## config.mk

```make
export PLATFORM = sky130hd
export DESIGN_NAME = mac_seq
export DESIGN_NICKNAME = d
export VERILOG_FILES = /design/src/rtl/mac_seq.sv
export SDC_FILE = /design/constraint.sdc
export NUM_CORES = 1
export LEC_CHECK = 0
export ABC_CLOCK_PERIOD_IN_PS = 2350
export CAP_MARGIN = 20
export CORE_ASPECT_RATIO = 0.75
export CORE_MARGIN = 2
export CORE_UTILIZATION = 29
export CTS_BUF_LIST = sky130_fd_sc_hd__clkbuf_4
export DETAILED_ROUTE_END_ITERATION = 8
export MAX_ROUTING_LAYER = met4
export PLACE_DENSITY_LB_ADDON = 0.2
export SLEW_MARGIN = 10
export SYNTH_ARGS = -nofsm -noshare
export SYNTH_HDL_FRONTEND = slang
export SYNTH_SLANG_ARGS = --single-unit
```

## constraint.sdc

```tcl
create_clock -name clk -period 2.35 [get_ports clk]
set_clock_uncertainty 0.1 [all_clocks]
set_input_delay 0.235 -clock clk [delete_from_list [all_inputs] [get_ports clk]]
set_output_delay 0.235 -clock clk [all_outputs]
set_load 0.02 [all_outputs]
```

## src/rtl/mac_seq.sv

```systemverilog
// mac_seq: sequences one shared signed 8x8 MAC across N_OUT neurons of a
// fully connected layer. Each neuron gets N_IN back-to-back MAC cycles
// followed by one WRITE cycle. WRITE applies ReLU, a right shift and
// saturation to the accumulator and writes one 8-bit result.
module mac_seq #(
  parameter int N_IN  = 32,
  parameter int N_OUT = 8,
  parameter int SHIFT = 7,
  localparam int WA_W = $clog2(N_IN * N_OUT),
  localparam int XA_W = $clog2(N_IN),
  localparam int RA_W = (N_OUT > 1) ? $clog2(N_OUT) : 1
) (
  input  logic                   clk,
  input  logic                   rst_n,
  input  logic                   start_i,
  output logic                   busy_o,
  output logic                   done_o,
  output logic [WA_W-1:0]        w_addr_o,
  output logic [XA_W-1:0]        x_addr_o,
  input  logic signed [7:0]      w_rdata_i,
  input  logic signed [7:0]      x_rdata_i,
  output logic signed [7:0]      mac_in1_o,
  output logic signed [7:0]      mac_in2_o,
  output logic                   mac_clr_o,
  input  logic signed [25:0]     mac_acc_i,
  output logic                   res_we_o,
  output logic [RA_W-1:0]        res_addr_o,
  output logic [7:0]             res_data_o
);

  typedef enum logic [1:0] {S_IDLE, S_LOAD, S_MAC, S_WRITE} state_t;

  localparam logic [XA_W-1:0] J_LAST = XA_W'(N_IN - 1);
  localparam logic [RA_W-1:0] N_LAST = RA_W'(N_OUT - 1);

  state_t            state_q, state_d;
  logic [XA_W-1:0]   j_q, j_d;
  logic [RA_W-1:0]   n_q, n_d;
  logic              done_q, done_d;

  // Weight row base for the current neuron, kept 32 bits wide and
  // truncated only where it drives the address port.
  logic [31:0]       base_cur;
  logic signed [25:0] acc_shifted;
  logic [7:0]        res_val;

  assign base_cur    = 32'(n_q) * 32'(N_IN);
  assign acc_shifted = mac_acc_i >>> SHIFT;
  assign done_o      = done_q;

  // Post-processing: ReLU, arithmetic shift, saturate to 0..127.
  always_comb begin
    res_val = 8'd0;
    if (mac_acc_i[25]) begin
      res_val = 8'd0;
    end else if (acc_shifted > 26'sd127) begin
      res_val = 8'd127;
    end else begin
      res_val = {1'b0, acc_shifted[6:0]};
    end
  end

  // State, counters and done pulse; reset returns everything to IDLE.
  always_ff @(posedge clk or negedge rst_n) begin
    if (!rst_n) begin
      state_q <= S_IDLE;
      j_q     <= '0;
      n_q     <= '0;
      done_q  <= 1'b0;
    end else begin
      state_q <= state_d;
      j_q     <= j_d;
      n_q     <= n_d;
      done_q  <= done_d;
    end
  end

  // Next-state and outputs. The operands are zero whenever mac_clr is high.
  always_comb begin
    state_d    = state_q;
    j_d        = j_q;
    n_d        = n_q;
    done_d     = 1'b0;
    busy_o     = 1'b0;
    mac_clr_o  = 1'b1;
    mac_in1_o  = 8'sd0;
    mac_in2_o  = 8'sd0;
    w_addr_o   = '0;
    x_addr_o   = '0;
    res_we_o   = 1'b0;
    res_addr_o = '0;
    res_data_o = 8'd0;
    case (state_q)
      S_IDLE: begin
        if (start_i) begin
          state_d = S_LOAD;
          n_d     = '0;
          j_d     = '0;
        end
      end
      S_LOAD: begin
        busy_o   = 1'b1;
        w_addr_o = WA_W'(base_cur);
        x_addr_o = '0;
        j_d      = '0;
        state_d  = S_MAC;
      end
      S_MAC: begin
        busy_o    = 1'b1;
        mac_clr_o = 1'b0;
        mac_in1_o = w_rdata_i;
        mac_in2_o = x_rdata_i;
        if (j_q != J_LAST) begin
          // Prefetch element j+1 so it arrives exactly one cycle later.
          w_addr_o = WA_W'(base_cur + 32'(j_q) + 32'd1);
          x_addr_o = j_q + 1'b1;
          j_d      = j_q + 1'b1;
        end else begin
          j_d     = '0;
          state_d = S_WRITE;
        end
      end
      S_WRITE: begin
        busy_o     = 1'b1;
        res_we_o   = 1'b1;
        res_addr_o = n_q;
        res_data_o = res_val;
        if (n_q != N_LAST) begin
          // Fetch element 0 of the next neuron now, so MAC follows without a gap.
          n_d      = n_q + 1'b1;
          w_addr_o = WA_W'(base_cur + 32'(N_IN));
          x_addr_o = '0;
          state_d  = S_MAC;
        end else begin
          n_d     = '0;
          done_d  = 1'b1;
          state_d = S_IDLE;
        end
      end
      default: begin
        state_d = S_IDLE;
      end
    endcase
  end

endmodule

```

* Yosys cells after proc, flatten, opt, wreduce, memory -nomap -nowiden *
Index checks and enable logic that the tools add are counted.

word-level totals
  input bits = 45
  register bits after elaboration = 11
  output and inout port bits = 44
  logic and storage cells = 49

cells by class
  multiplexer cells = 25
  $add $sub $neg = 5
  reductions and logical operators = 7
  magnitude comparators = 1
  equality and inequality tests = 7

operators with widths
  operator             number
  $mux 8               5
  $pmux 8 s3           1
  $gt 19x8->1 const B  1
  $mux 5               3
  $pmux 5 s3           1
  $mux 7               2
  $mux 3               3
  $add 8x1->8 const B  1
  $add 8x5->8          1
  $add 8x6->8 const B  1
  $pmux 2 s4           1
  $mux 2               3
  $pmux 3 s2           1
  $reduce_and 2->1     3
  $add 5x1->5 const B  1
  $mux 1               5
  $ne 5x5->1 const B   1
  $eq 2x2->1 const B   2
  $ne 2x2->1 const B   2
  $add 3x1->3 const B  1
  $ne 3x3->1 const B   1
  $reduce_bool 3->1    1
  $reduce_or 3->1      1
  $eq 2x1->1 const B   1
  2 further kinds      2

* Longest topological paths before layout *
Gate-level depths: netlist of the first run.

  word-level depth = 4
  depth in mapped cells = 7
  gate-level depth less buffers = 6

* Least setup slack after synthesis of the first run *
OpenSTA, ideal clock, no wires.

  path kind = flip-flop to output port
  start point = register j_q[0]
  end point = output w_addr_o[5]
  cell stages (with the launch flop) = 8
  path slack = -0.246 ns
  path buffers = 1
  required time = 2.015 ns
  arrival = 2.261 ns
  cells stage by stage = dfrtp_1 ha_1 and3_1 ha_1 or3b_1 clkbuf_2 or4_1 nand3_1

between the ends
  longest elaborated chain between the ends = 4
  elaborated cells on any way between the ends = 5
  classes of those cells = add/sub (2); eq/ne (1); mux (2)

RTL lines
  element                 line  RTL
  start, declared         37    logic [XA_W-1:0] j_q, j_d;
  start signal, assigned  72    j_q <= j_d;
  $add 8x5->8             115   w_addr_o = WA_W'(base_cur + 32'(j_q) + 32'd1);
  $add 8x1->8             115
  $mux 8 *                113   if (j_q != J_LAST) begin
  $pmux 8 s3 *            93    case (state_q)
  end, declared           18    output logic [WA_W-1:0] w_addr_o,

Every way passes the cells marked *; elsewhere a longest branch is shown, timed or not.

* Worst setup path in the final report of the first run *
  start point = register j_q[1]
  end point = output w_addr_o[7]

Same word-level chain as after synthesis.

==> results of run 1 <==
[power by group]
part / switching, mW / internal (mW)
combinational: 1.01 / 0.933
clock: 0.0703 / 0.0630
sequential: 0.0742 / 0.266
[worst max-delay path, cell delays in order, from the launching register on]
cell	delay [ps]
dfrtp_1	390
ha_2	200
and3_4	180
ha_4	160
or3b_4	380
or4_4	440
nand3_4	100
buf_6	110
[how the worst min path moves through the flow]
stage | from | endpoint | slack [ps] | depth (start not counted)
2_1_floorplan | rst_n | done_o$_DFF_PN0_ | -160 | 0
3_3_place_gp | rst_n | done_o$_DFF_PN0_ | 490 | 1
3_5_place_dp | rst_n | done_o$_DFF_PN0_ | 510 | 1
4_1_cts | rst_n | done_o$_DFF_PN0_ | 210 | 1
5_1_grt | rst_n | done_o$_DFF_PN0_ | 250 | 1
6_report | rst_n | done_o$_DFF_PN0_ | 190 | 1
[area by class of cell]
| class | count | area share |
|---|---|---|
| Timing Repair Buffer | 102 | 0.468 |
| Multi-Input combinational cell | 109 | 0.362 |
| Sequential cell | 11 | 0.129 |
| Tap cell | 40 | 0.0234 |
| Clock buffer | 3 | 0.0105 |
| Inverter | 3 | 0.00525 |
| Clock inverter | 1 | 0.00234 |
[through the flow]
| stage | util | cells | hold slack (ps) | setup slack, ps |
|---|---|---|---|---|
| floorplan | - | 133 | -161 | 7.57 |
| global placement | 0.601 | 261 | 493 | -362 |
| detailed placement | 0.601 | 261 | 508 | -426 |
| CTS | 0.614 | 266 | 212 | -232 |
| global route | 0.643 | 269 | 248 | -256 |
| finish | 0.643 | 269 | 194 | -217 |
[timing repair]
action                     in CTS  in global routing
pin swaps                       3                  3
setup endpoints to repair      35                 33
buffers inserted                1                  3
hold buffers                    0                  0
gates resized for setup        60                 33
[flip-flops by register name, summed over array words and instances, names as in the netlist]
name	cells
j_q	5
n_q	3
done_o	1
state_q	2
[cell usage after synthesis (all sizes together)]
master / instances
or3b: 1
inv: 3
nand2: 6
or4: 2
nor3b: 2
o211ai: 2
a21o: 1
a21oi: 4
o22ai: 1
mux2i: 2
and3b: 1
o21ai: 8
a2bb2oi: 1
o21a: 8
and2: 18
nand3: 7
nand2b: 5
nor4bb: 1
ha: 4
xor2: 1
a22o: 3
buf: 3
conb: 1
nor4: 2
dfrtp: 11
nor2b: 2
nor2: 14
nor3: 4
or4b: 1
mux2: 2
clkbuf: 7
and3: 5
[routing by layer]
metal / global-route usage / share of wire / wire (um)
met1: 0.222 / 0.39 / 1570
met2: 0.360 / 0.55 / 2200
met3: 0.0456 / 0.042 / 166
met4: 0.0397 / 0.015 / 59
met5: - / 0 / 0
[cells by family (layout without fill, tap and decap cells)]
kind of cell / count (synthesis) / in the layout / synth area share
compound gates: 28 / 28 / 0.179
mux: 4 / 4 / 0.0414
other cells: 1 / 1 / 0.00365
xor+xnor: 1 / 1 / 0.00853
simple gates: 71 / 71 / 0.387
fa+ha+maj: 4 / 4 / 0.0487
flops: 11 / 11 / 0.268
buf+inv: 13 / 109 / 0.0633
[placed cells by master, fill, tap and decap left out, types with 3 or more instances in the layout]
cell type,count
a21oi_1,3
a22o_1,3
and2_1,18
and3_1,4
buf_4,26
buf_6,5
clkbuf_4,3
clkdlybuf4s50_1,43
dfrtp_1,10
dlygate4sd2_1,4
dlymetal6s2s_1,22
inv_1,3
nand2_1,6
nand2b_1,4
nand3_1,4
nor2_1,12
nor3_1,4
o21a_1,8
o21ai_0,8
==> impl_metrics.ini, run 1 <==
[clock_network]
cts_buffers = 3
cts_sinks = 11
path_clk_slew_ps = 80
cts.htree.levels = 1
cts-root-buf = clkbuf_4
clk_latency_ps = 270
cts_tree = done
cts_buffer_depth = 2

[outcome]
status = complete, but fails checks
violations = negative setup slack

[floorplan]
die_height_um = 55.5
fp.coreArea_um2 = 3330
die_area_um2 = 4040
start_util = 0.308
die_x_um = 72.7
rows = 18
io_pins = 89

[pwr]
cellLeakagePower_nw = 1.23
power_mw = 2.42
vdd_drop_max_uv = 566
p_per_area_nw_per_um2 = 1130

[worst_setup_path]
r2r-end = j_q[1]$_DFFE_PN0P_
cp-start-kind = register
crit_fanout = 4
crit_required_ps = 2020
rr_worst_depth = 8
r2r_start = j_q[1]$_DFFE_PN0P_
cp_data_arrival_time_ps = 2230
worstSetupPathType = reg2out
reg2reg_slack_ps = 540
worstSetupStartpoint = j_q[1]$_DFFE_PN0P_
setup.worst_path.end = w_addr_o[7]
endpoint_kind = primary output

[cells_and_area]
fillers = 268
fin_area_um2 = 2140
final-seq-area_um2 = 277
multi_input_area_um2 = 776
final_layout_size_suffix_gt1_frac = 0.240
nets = 279
area_growth_pct = 109
insertedDiodeCount = 0

[place]
port_buffers = 80
postPlaceCellArea_um2 = 2000
dp_hpwl_um = 3210
place_congestion = 0.848

[synth]
ys_seq_elements = 11
syn_nets = 182
synth.area.top_cells = dfrtp_1, and2_1, o21a_1
syn_area_per_cell_um2 = 7.72
synth_area_leader_cell = dfrtp_1
netlist_instances = 133
ys_types = 34
synth-seq-area-share = 0.268
yosysTopAreaCellShare = 0.268
yosysWarnings = 0
syn_area_um2 = 1030

[route]
avgViaCountPerCell = 4.93
ant_nets = 0
drc = 0
first_iter_violations = 64
routed_wirelength_um = 4000
vias = 1325
first_pass_iters = 4
wl_per_cell_um = 14.9

[sta]
rsz0062_at_grt = yes
setup_viol = 5
layout_min_cycle_time_ps = 2570
finalCritPeriodShare = 1.09
clock.fmax_mhz = 390
worst_slack_ps = -217
worstMarginPinSlew_ps = 599
hold_violations = 0
worst_slew_margin_rel = 0.598
slew_violations = 0
fin_setup_tns_ps = -567

[run]
drv_cap = 0

[global_route]
antenna_found_initial = 0
grt_pass1_vias = 1252
overflow = 0
grt_use_total = 0.199
grt_pass1_wl_um = 6170
grt_max_degree = 21

[min_path]
hold_path.class = in2async
Note: power is estimated with default switching activity, not from simulation.
==> inputs of run 2 (changes only) <==
--- a/config.mk
+++ b/config.mk
@@ -12,7 +12,6 @@
 export CORE_UTILIZATION = 29
 export CTS_BUF_LIST = sky130_fd_sc_hd__clkbuf_4
 export DETAILED_ROUTE_END_ITERATION = 8
-export MAX_ROUTING_LAYER = met4
 export PLACE_DENSITY_LB_ADDON = 0.2
 export SLEW_MARGIN = 10
 export SYNTH_ARGS = -nofsm -noshare
==> run 2 against run 1 <==
  * Core utilization did not move
  * Setup slack improved by 1.9 ps
  * Die area did not move
  * Largest power group unchanged
  * Worst hold slack better by 1.5 ps
  * Sequential cell count did not move
  * Critical path depth is the same
  * Clock power is essentially flat
  * First-iteration DRC count decreased by 14%
  * The run still ends with negative setup slack left
  * Non-clock buffer count did not move
  * Wire length barely moved
  * Highest routed layer unchanged
==> impl_metrics.ini, run 2 (synthesized netlist as in run 1, its figures left out) <==
[cells_and_area]
top_regs = j_q: 5 flops, n_q: 3 flops, state_q: 2 flops
insertedDiodeCount = 0
regMostFlops = j_q
area_growth_pct = 109
layout_commonest_cell = clkdlybuf4s50_1
mostFrequentLayoutCells = clkdlybuf4s50_1, buf_4, dlymetal6s2s_1, and2_1, nor2_1
nets = 279
largest_register_ffs = 5
final_layout_size_suffix_gt1_frac = 0.240

[floorplan]
start_util = 0.308
fp.coreArea_um2 = 3330
die_area_um2 = 4040
rows = 18
die_x_um = 72.7
io_pins = 89
die_height_um = 55.5

[route]
vias = 1325
avgViaCountPerCell = 4.93
routed_wirelength_um = 3990
first_pass_iters = 4
drc = 0
first_iter_violations = 55
ant_nets = 0
wl_per_cell_um = 14.8

[clock_network]
path_clk_slew_ps = 80
cts_buffer_depth = 2
cts.htree.levels = 1
clk_latency_ps = 270
cts_tree = done
hold_buffers = 0
cts_buffers = 3
cts_sinks = 11
cts-root-buf = clkbuf_4

[global_route]
overflow = 0
grt_max_degree = 21
grt_pass1_vias = 1252
grt_pass1_wl_um = 6160
grt_use_total = 0.194
antenna_found_initial = 0

[place]
dp_hpwl_um = 3210
place_congestion = 0.835
port_buffers = 80

[sta]
layout_min_cycle_time_ps = 2560
hold_violations = 0
worstMarginPinSlew_ps = 602
slew_violations = 0
rsz0062_at_grt = yes
hold_ws_ps = 195
worst_slack_ps = -215
clock.fmax_mhz = 390
finalCritPeriodShare = 1.09
fin_setup_tns_ps = -557
worst_slew_margin_rel = 0.596
setup_viol = 5

[worst_setup_path]
setup.worst_path.end = w_addr_o[7]
path_delay_family = simple AND/OR/NAND/NOR gates
cp.depth = 7
r2r_start = j_q[1]$_DFFE_PN0P_
crit_fanout = 4
r2r-end = j_q[1]$_DFFE_PN0P_
crit_path_top_delay_cell = or4_4
cp_data_arrival_time_ps = 2230
worstSetupStartpoint = j_q[1]$_DFFE_PN0P_
critPathMaxStageDelay_ps = 440
reg2reg_slack_ps = 540
crit_required_ps = 2020
endpoint_kind = primary output
cp.buffers_inverters = 1
worstSetupPathType = reg2out
cp-start-kind = register
rr_worst_depth = 8
crit_chain = ha_2 > and3_4 > ha_4 > or3b_4 > or4_4 > nand3_4 > buf_6

[outcome]
status = complete, but fails checks
violations = negative setup slack

[pwr]
cellLeakagePower_nw = 1.23
p_per_area_nw_per_um2 = 1130
vdd_drop_max_uv = 566

[min_path]
hold_path.class = in2async

[run]
drv_cap = 0
[run 2: cell counts in the layout (fill, tap and decap cells not counted)]
No cell type changed its count.
[run 2: power breakdown]
part / internal (mW) / switching (mW)
logic: 0.932 / 1.01
clock network: 0.0630 / 0.0698
registers: 0.266 / 0.0741
total: 1.26 / 1.16
[run 2: worst min-delay path by stage]
stage / end / slack, ps / cells past startpoint
after floorplan: done_o$_DFF_PN0_ / -160 / 0
after global placement: done_o$_DFF_PN0_ / 490 / 1
after detailed placement: done_o$_DFF_PN0_ / 510 / 1
after CTS: done_o$_DFF_PN0_ / 210 / 1
after global routing: done_o$_DFF_PN0_ / 250 / 1
final: done_o$_DFF_PN0_ / 200 / 1
[run 2: layer usage]
| metal | global-route usage | vias up | routed length (um) |
|---|---|---|---|
| met5 | 0 | - | 0 |
| met3 | 0.0456 | 6 | 194 |
| met4 | 0.0397 | 0 | 59 |
| met2 | 0.360 | 46 | 2200 |
| met1 | 0.222 | 615 | 1540 |
| li1 | - | 658 | - |
[run 2: cell type report]
type / instances / area (um2)
Fill cell: 268 / 1190
Timing Repair Buffer: 102 / 1000
Multi-Input combinational cell: 109 / 776
Sequential cell: 11 / 277
Tap cell: 40 / 50.0
Clock buffer: 3 / 22.5
Inverter: 3 / 11.3
Clock inverter: 1 / 5.00
[run 2: through the flow]
step / util / instances / worst slack (ps) / area, um2 / power [mW]
final: 0.643 / 269 / -215 / 2140 / 2.42
after global routing: 0.643 / 269 / -256 / 2140 / 2.58
after CTS: 0.614 / 266 / -232 / 2050 / 2.39
after detailed placement: 0.601 / 261 / -426 / 2000 / 2.30
after global placement: 0.601 / 261 / -362 / 2000 / 2.27
after floorplan: - / 133 / 7.57 / 1080 / 1.45
[run 2: what timing repair did]
action / CTS / global route
setup buffers: 1 / 3
endpoints found under the hold margin: 0 / 0
gates resized for setup: 60 / 33
setup endpoints to repair: 35 / 33
pin swaps: 3 / 3
==> inputs of run 3 (changes only) <==
--- a/config.mk
+++ b/config.mk
@@ -12,7 +12,7 @@
 export CORE_UTILIZATION = 29
 export CTS_BUF_LIST = sky130_fd_sc_hd__clkbuf_4
 export DETAILED_ROUTE_END_ITERATION = 8
-export PLACE_DENSITY_LB_ADDON = 0.2
+export PLACE_DENSITY = 0.78
 export SLEW_MARGIN = 10
 export SYNTH_ARGS = -nofsm -noshare
 export SYNTH_HDL_FRONTEND = slang
==> run 3 against run 2 <==
  * The run still ends with negative setup slack left
  * Total power rose by 8.4%
  * Via count is 0.91% higher
  * Final area increased by 3.2%
  * Count of clock-buffer cells in the layout increased by 1
  * Sequential share of layout area is 0.45 points lower
  * Sequential cell count stayed put
  * Fmax increased by 0.88%
  * Final cell count grew 0.74%
  * Core utilization grew 2.0 points
  * Critical path depth did not move
  * Critical endpoint unchanged
  * Largest cell class unchanged
==> impl_metrics.ini, run 3 (synthesized netlist as in run 1, its figures left out) <==
[sta]
finalCritPeriodShare = 1.08
hold_violations = 0
clock.fmax_mhz = 393
setup_viol = 9
rsz0062_at_grt = yes
worstMarginPinSlew_ps = 622
worst_slew_margin_rel = 0.582
worst_slack_ps = -192
slew_violations = 0
layout_min_cycle_time_ps = 2540
fin_setup_tns_ps = -878

[worst_setup_path]
crit_required_ps = 2020
worstSetupPathType = reg2out
cp-start-kind = register
cp_data_arrival_time_ps = 2210
endpoint_kind = primary output
crit_fanout = 3

[clock_network]
hold_buffers = 0
clk_latency_ps = 280
cts-root-buf = clkbuf_4
cts_tree = done
path_clk_slew_ps = 70
cts_buffers = 3
cts_sinks = 11
cts_buffer_depth = 2
cts.htree.levels = 1

[global_route]
grt_pass1_wl_um = 6040
grt_max_degree = 19
grt_use_total = 0.190
antenna_found_initial = 0
overflow = 0
grt_pass1_vias = 1238

[route]
avgViaCountPerCell = 4.93
first_iter_violations = 65
wl_per_cell_um = 14.3
routed_wirelength_um = 3880
ant_nets = 0
drc = 0
vias = 1337
first_pass_iters = 4

[place]
dp_hpwl_um = 3030
port_buffers = 80
place_congestion = 0.864

[floorplan]
rows = 18
fp.coreArea_um2 = 3330
die_x_um = 72.7
die_height_um = 55.5
die_area_um2 = 4040
io_pins = 89
start_util = 0.308

[cells_and_area]
top_regs = j_q: 5 flops, n_q: 3 flops, state_q: 2 flops
regMostFlops = j_q
nets = 281
layout_commonest_cell = clkdlybuf4s50_1
insertedDiodeCount = 0
mostFrequentLayoutCells = clkdlybuf4s50_1, buf_4, dlymetal6s2s_1, and2_1, dfrtp_1
largest_register_ffs = 5
area_growth_pct = 115
post-route-util = 0.663
final_layout_size_suffix_gt1_frac = 0.242

[pwr]
p_per_area_nw_per_um2 = 1190
vdd_drop_max_uv = 557
cellLeakagePower_nw = 1.23
power_mw = 2.62

[outcome]
status = complete, but fails checks
violations = negative setup slack

[min_path]
hold_path.class = in2async

[run]
drv_cap = 0
## run 3: cell count changes in the layout (fill, tap and decap cells not counted), moves of 2 or more
| cell | delta |
|---|---|
| buf_6 | +4 |
| buf_4 | -3 |
| nor2_1 | -3 |
| nor2_4 | +3 |
| clkbuf_2 | -2 |
| dlygate4sd2_1 | +2 |
## run 3: final timing paths
kind / from / endpoint / slack [ps] / depth (start not counted)
setup / recovery: j_q[1]$_DFFE_PN0P_ / w_addr_o[7] / -190 / 7
hold / removal: rst_n / j_q[0]$_DFFE_PN0P_ / 190 / 1
setup reg to reg: j_q[1]$_DFFE_PN0P_ / j_q[0]$_DFFE_PN0P_ / 610 / 8
hold reg to reg: j_q[1]$_DFFE_PN0P_ / j_q[1]$_DFFE_PN0P_ / 540 / 2
max in group asynchronous: rst_n / j_q[4]$_DFFE_PN0P_ / 1630 / 1
min in group clk: start_i / state_q[0]$_DFFE_PN0P_ / 540 / 3
## run 3: timing repair
action | in CTS | in global routing
setup endpoints to repair | 21 | 30
pin swaps | 2 | 1
gates resized for setup | 56 | 43
buffers inserted | 1 | 4
cloned | 0 | 0
## run 3: layer usage
metal	GRT usage	up-vias	share of wire
li1	-	664	-
met1	0.251	621	0.43
met2	0.318	48	0.52
met3	0.0310	4	0.038
met4	0.0503	0	0.0080
met5	0	-	0
## run 3: critical path, stage by stage, from the launching register on
cell     delay (ps)
dfrtp_1         380
ha_2            190
and3_4          180
ha_4            160
or3b_4          380
or4_4           430
nand3_4         100
buf_6           110
## run 3: stage by stage
step                std cells  hold WS [ps]  setup WS (ps)  cell area [um2]
CTS                       267           202           -203             2040
global placement          262           502           -377             2010
floorplan                 133          -161           7.57             1080
finish                    271           187           -192             2210
global route              271           219           -267             2210
detailed placement        262           494           -389             2010
## run 3: final cells by class
cell class	instances	area [um2]
Fill cell	274	1120
Timing Repair Buffer	104	1040
Multi-Input combinational cell	109	800
Sequential cell	11	275
Tap cell	40	50.0
Clock buffer	4	30.0
Inverter	3	11.3
## run 3: where the power goes
group	internal (mW)	leakage, nW	switching (mW)	total, mW
clock	0.0774	0.0184	0.0647	0.142
combinational	1.05	1.08	1.09	2.14
sequential	0.264	0.136	0.0771	0.342
total	1.39	1.23	1.23	2.62
==> patch (config.mk and constraints of run 3) <==
Add an input register stage for `start_i`, `w_rdata_i`, `x_rdata_i` and `mac_acc_i`, cleared by the reset; this delays them by one clock.
--- a/src/rtl/mac_seq.sv
+++ b/src/rtl/mac_seq.sv
@@ -34,4 +34,23 @@
   localparam logic [RA_W-1:0] N_LAST = RA_W'(N_OUT - 1);
 
+  logic start_q;
+  logic signed [7:0] w_rdata_q;
+  logic signed [7:0] x_rdata_q;
+  logic signed [25:0] mac_acc_q;
+
+  always_ff @(posedge clk or negedge rst_n) begin
+    if (!rst_n) begin
+      start_q   <= '0;
+      w_rdata_q <= '0;
+      x_rdata_q <= '0;
+      mac_acc_q <= '0;
+    end else begin
+      start_q   <= start_i;
+      w_rdata_q <= w_rdata_i;
+      x_rdata_q <= x_rdata_i;
+      mac_acc_q <= mac_acc_i;
+    end
+  end
+
   state_t            state_q, state_d;
   logic [XA_W-1:0]   j_q, j_d;
@@ -46,5 +65,5 @@
 
   assign base_cur    = 32'(n_q) * 32'(N_IN);
-  assign acc_shifted = mac_acc_i >>> SHIFT;
+  assign acc_shifted = mac_acc_q >>> SHIFT;
   assign done_o      = done_q;
 
@@ -52,5 +71,5 @@
   always_comb begin
     res_val = 8'd0;
-    if (mac_acc_i[25]) begin
+    if (mac_acc_q[25]) begin
       res_val = 8'd0;
     end else if (acc_shifted > 26'sd127) begin
@@ -93,5 +112,5 @@
     case (state_q)
       S_IDLE: begin
-        if (start_i) begin
+        if (start_q) begin
           state_d = S_LOAD;
           n_d     = '0;
@@ -109,6 +128,6 @@
         busy_o    = 1'b1;
         mac_clr_o = 1'b0;
-        mac_in1_o = w_rdata_i;
-        mac_in2_o = x_rdata_i;
+        mac_in1_o = w_rdata_q;
+        mac_in2_o = x_rdata_q;
         if (j_q != J_LAST) begin
           // Prefetch element j+1 so it arrives exactly one cycle later.
Formal check against the unedited RTL: not equivalent (Yosys sat finds a counterexample within 4 cycles, from zero or initial values and one cycle with rst_n low).
==> patch against run 3 <==
Critical endpoint is now w_addr_o[6]. Synthesized area increased by 88%. Utilization decreased by 18 points. Fmax increased by 8.5%. Register-to-register slack got worse by 0.09 ns. Worst setup slack improved by 0.20 ns. Global-route usage decreased by 7.2 points. Critical path type unchanged. Final cell count increased by 28%. Routed wire length increased by 10%. Sequential cell count increased by 36. Final area increased by 38%. Sequential power increased to 2.9 times the old value. Power increased by 23%.
==> patch: results (changes against run 3) <==
| Metric | Value |
|---|---|
| Mux contribution to synthesized area | 2.659% (-1.5 points) |
| Pre-CTS setup slack | -0.1983 ns (+0.1903 ns) |
| CP max-delay cell | dfrtp_1 |
| XOR/XNOR Fraction of Synth Area | 1.816% (+0.96 points) |
| Reg2Reg Depth | 7 (-1) |
| Post-synthesis compound-gate area fraction | 9.079% (-8.8 points) |
| Largest net degree at the start of global routing | 28 (+9) |
| Class of the tightest hold or removal check | in2reg |
| Post-CTS Resized | 53 (-5.4%) |
| Worst path max stage delay | 0.41 ns (-0.02 ns) |
| Final HPWL DP | 3276 um (+8.3%) |
| Final Instance Count excl. Fillers | 348 (+28%) |
| Fill cells | 590 (+120%) |
| Lkg Pwr | 0.001502 uW (+22%) |
| Wire length on met2 | 1995 um (-0.99%) |
| Library cells used by synthesis | 37 (+8.8%) |
| Hold WS | 0.2064 ns (+0.01979 ns) |
| Area contributors post-synth | dfrtp_1 (61%), and2_1 (6.5%), nor2_1 (2.9%) |
| Routed wire per std cell | 12.29 um (-14%) |
| Adder-cell area share of the yosys netlist | 2.594% (-2.3 points) |
| Syn Nets | 216 (+19%) |
| First-pass GRT wire length | 6837 um (+13%) |
| Vias per Instance | 4.494 (-8.9%) |
| Cells after DPL | 336 (+28%) |
| # hold bufs at CTS | 1 (+1) |
| Biggest regs | mac_acc_q (19), w_rdata_q (8), x_rdata_q (8) |
| Starting DRT DRC Count | 111 (+71%) |
| Worst-Skew Late Latency | 0.34 ns (+0.06 ns) |
| Register area share after synthesis | 60.96% (+34 points) |
| Syn Inst Count | 167 (+26%) |
| VDD IR max | 0.4029 mV (-28%) |
| M1 WL | 1905 um (+13%) |
| GPL Wtd Cong | 0.9124 (+5.6%) |
| Top routing layer in use | met4 |
| Commonest cells in the synthesized netlist | dfrtp_1 (47), and2_1 (20), nor2_1 (15) |
| Max FFs per register | 19 (+14) |
| WP data arrival | 2.01 ns (-0.20 ns) |
| CTS H-Tree Depth | 2 (+1) |
| Worst-path maximum fanout | 5 (+2) |
| Global Route Usage Sum | 11.82% (-7.2 points) |
| Outcome | finished, final reports clean |
| CTS Buf Count | 5 (+2) |
| Final nets | 315 (+12%) |
==> patch: cell count changes after synthesis, moves of 3 or more <==
| cell | before | now |
|---|---|---|
| buf_2 | 0 | 4 |
| nand3_1 | 7 | 4 |
| nand2b_1 | 5 | 1 |
| clkbuf_1 | 6 | 0 |
| dfrtp_1 | 11 | 47 |
==> patch: kinds of logic after synthesis <==
family,after synthesis
and+or+nand+nor,67
DFF,47
AOI/OAI and AO/OA,27
buffers and inverters,12
muxes,5
adders and majority gates,4
xor gates and xnor gates,4
other,1
==> patch: final cells by class <==
type	instances	area, sq um	share of cell area [%]
multi-input combinational	108	726.9	23.81
tap	81	101.3	3.320
inverter	4	15.01	0.4918
timing repair buffer	100	969.7	31.76
clock buffer	6	45.04	1.475
clock inverter	2	17.52	0.5738
sequential	47	1177	38.57
==> patch: worst max-delay path by stage <==
| stage | end | slack [ns] | cells after the start | from |
|---|---|---|---|---|
| 5_1_grt | w_addr_o[6] | -0.07 | 7 | j_q[1] |
| 6_report | w_addr_o[6] | 0.007 | 7 | j_q[1] |
| 3_3_place_gp | w_addr_o[6] | -0.17 | 7 | j_q[0] |
| 3_5_place_dp | w_addr_o[6] | -0.20 | 7 | j_q[0] |
| 4_1_cts | w_addr_o[6] | -0.04 | 7 | j_q[0] |
| 2_1_floorplan | w_addr_o[5] | 0.20 | 6 | j_q[0] |
==> patch: power breakdown <==
group	leakage, uW	internal, uW	switching, uW	total, uW
logic	0.000912	885	980	1860
clock network	0.0000358	133	249	382
registers	0.000555	914	69.2	983
==> patch: routing by layer <==
layer	vias to the layer above	global-route usage, %
met5	-	0
met4	0	4.262
met3	4	3.807
met2	68	18.80
met1	728	15.52
li1	764	-
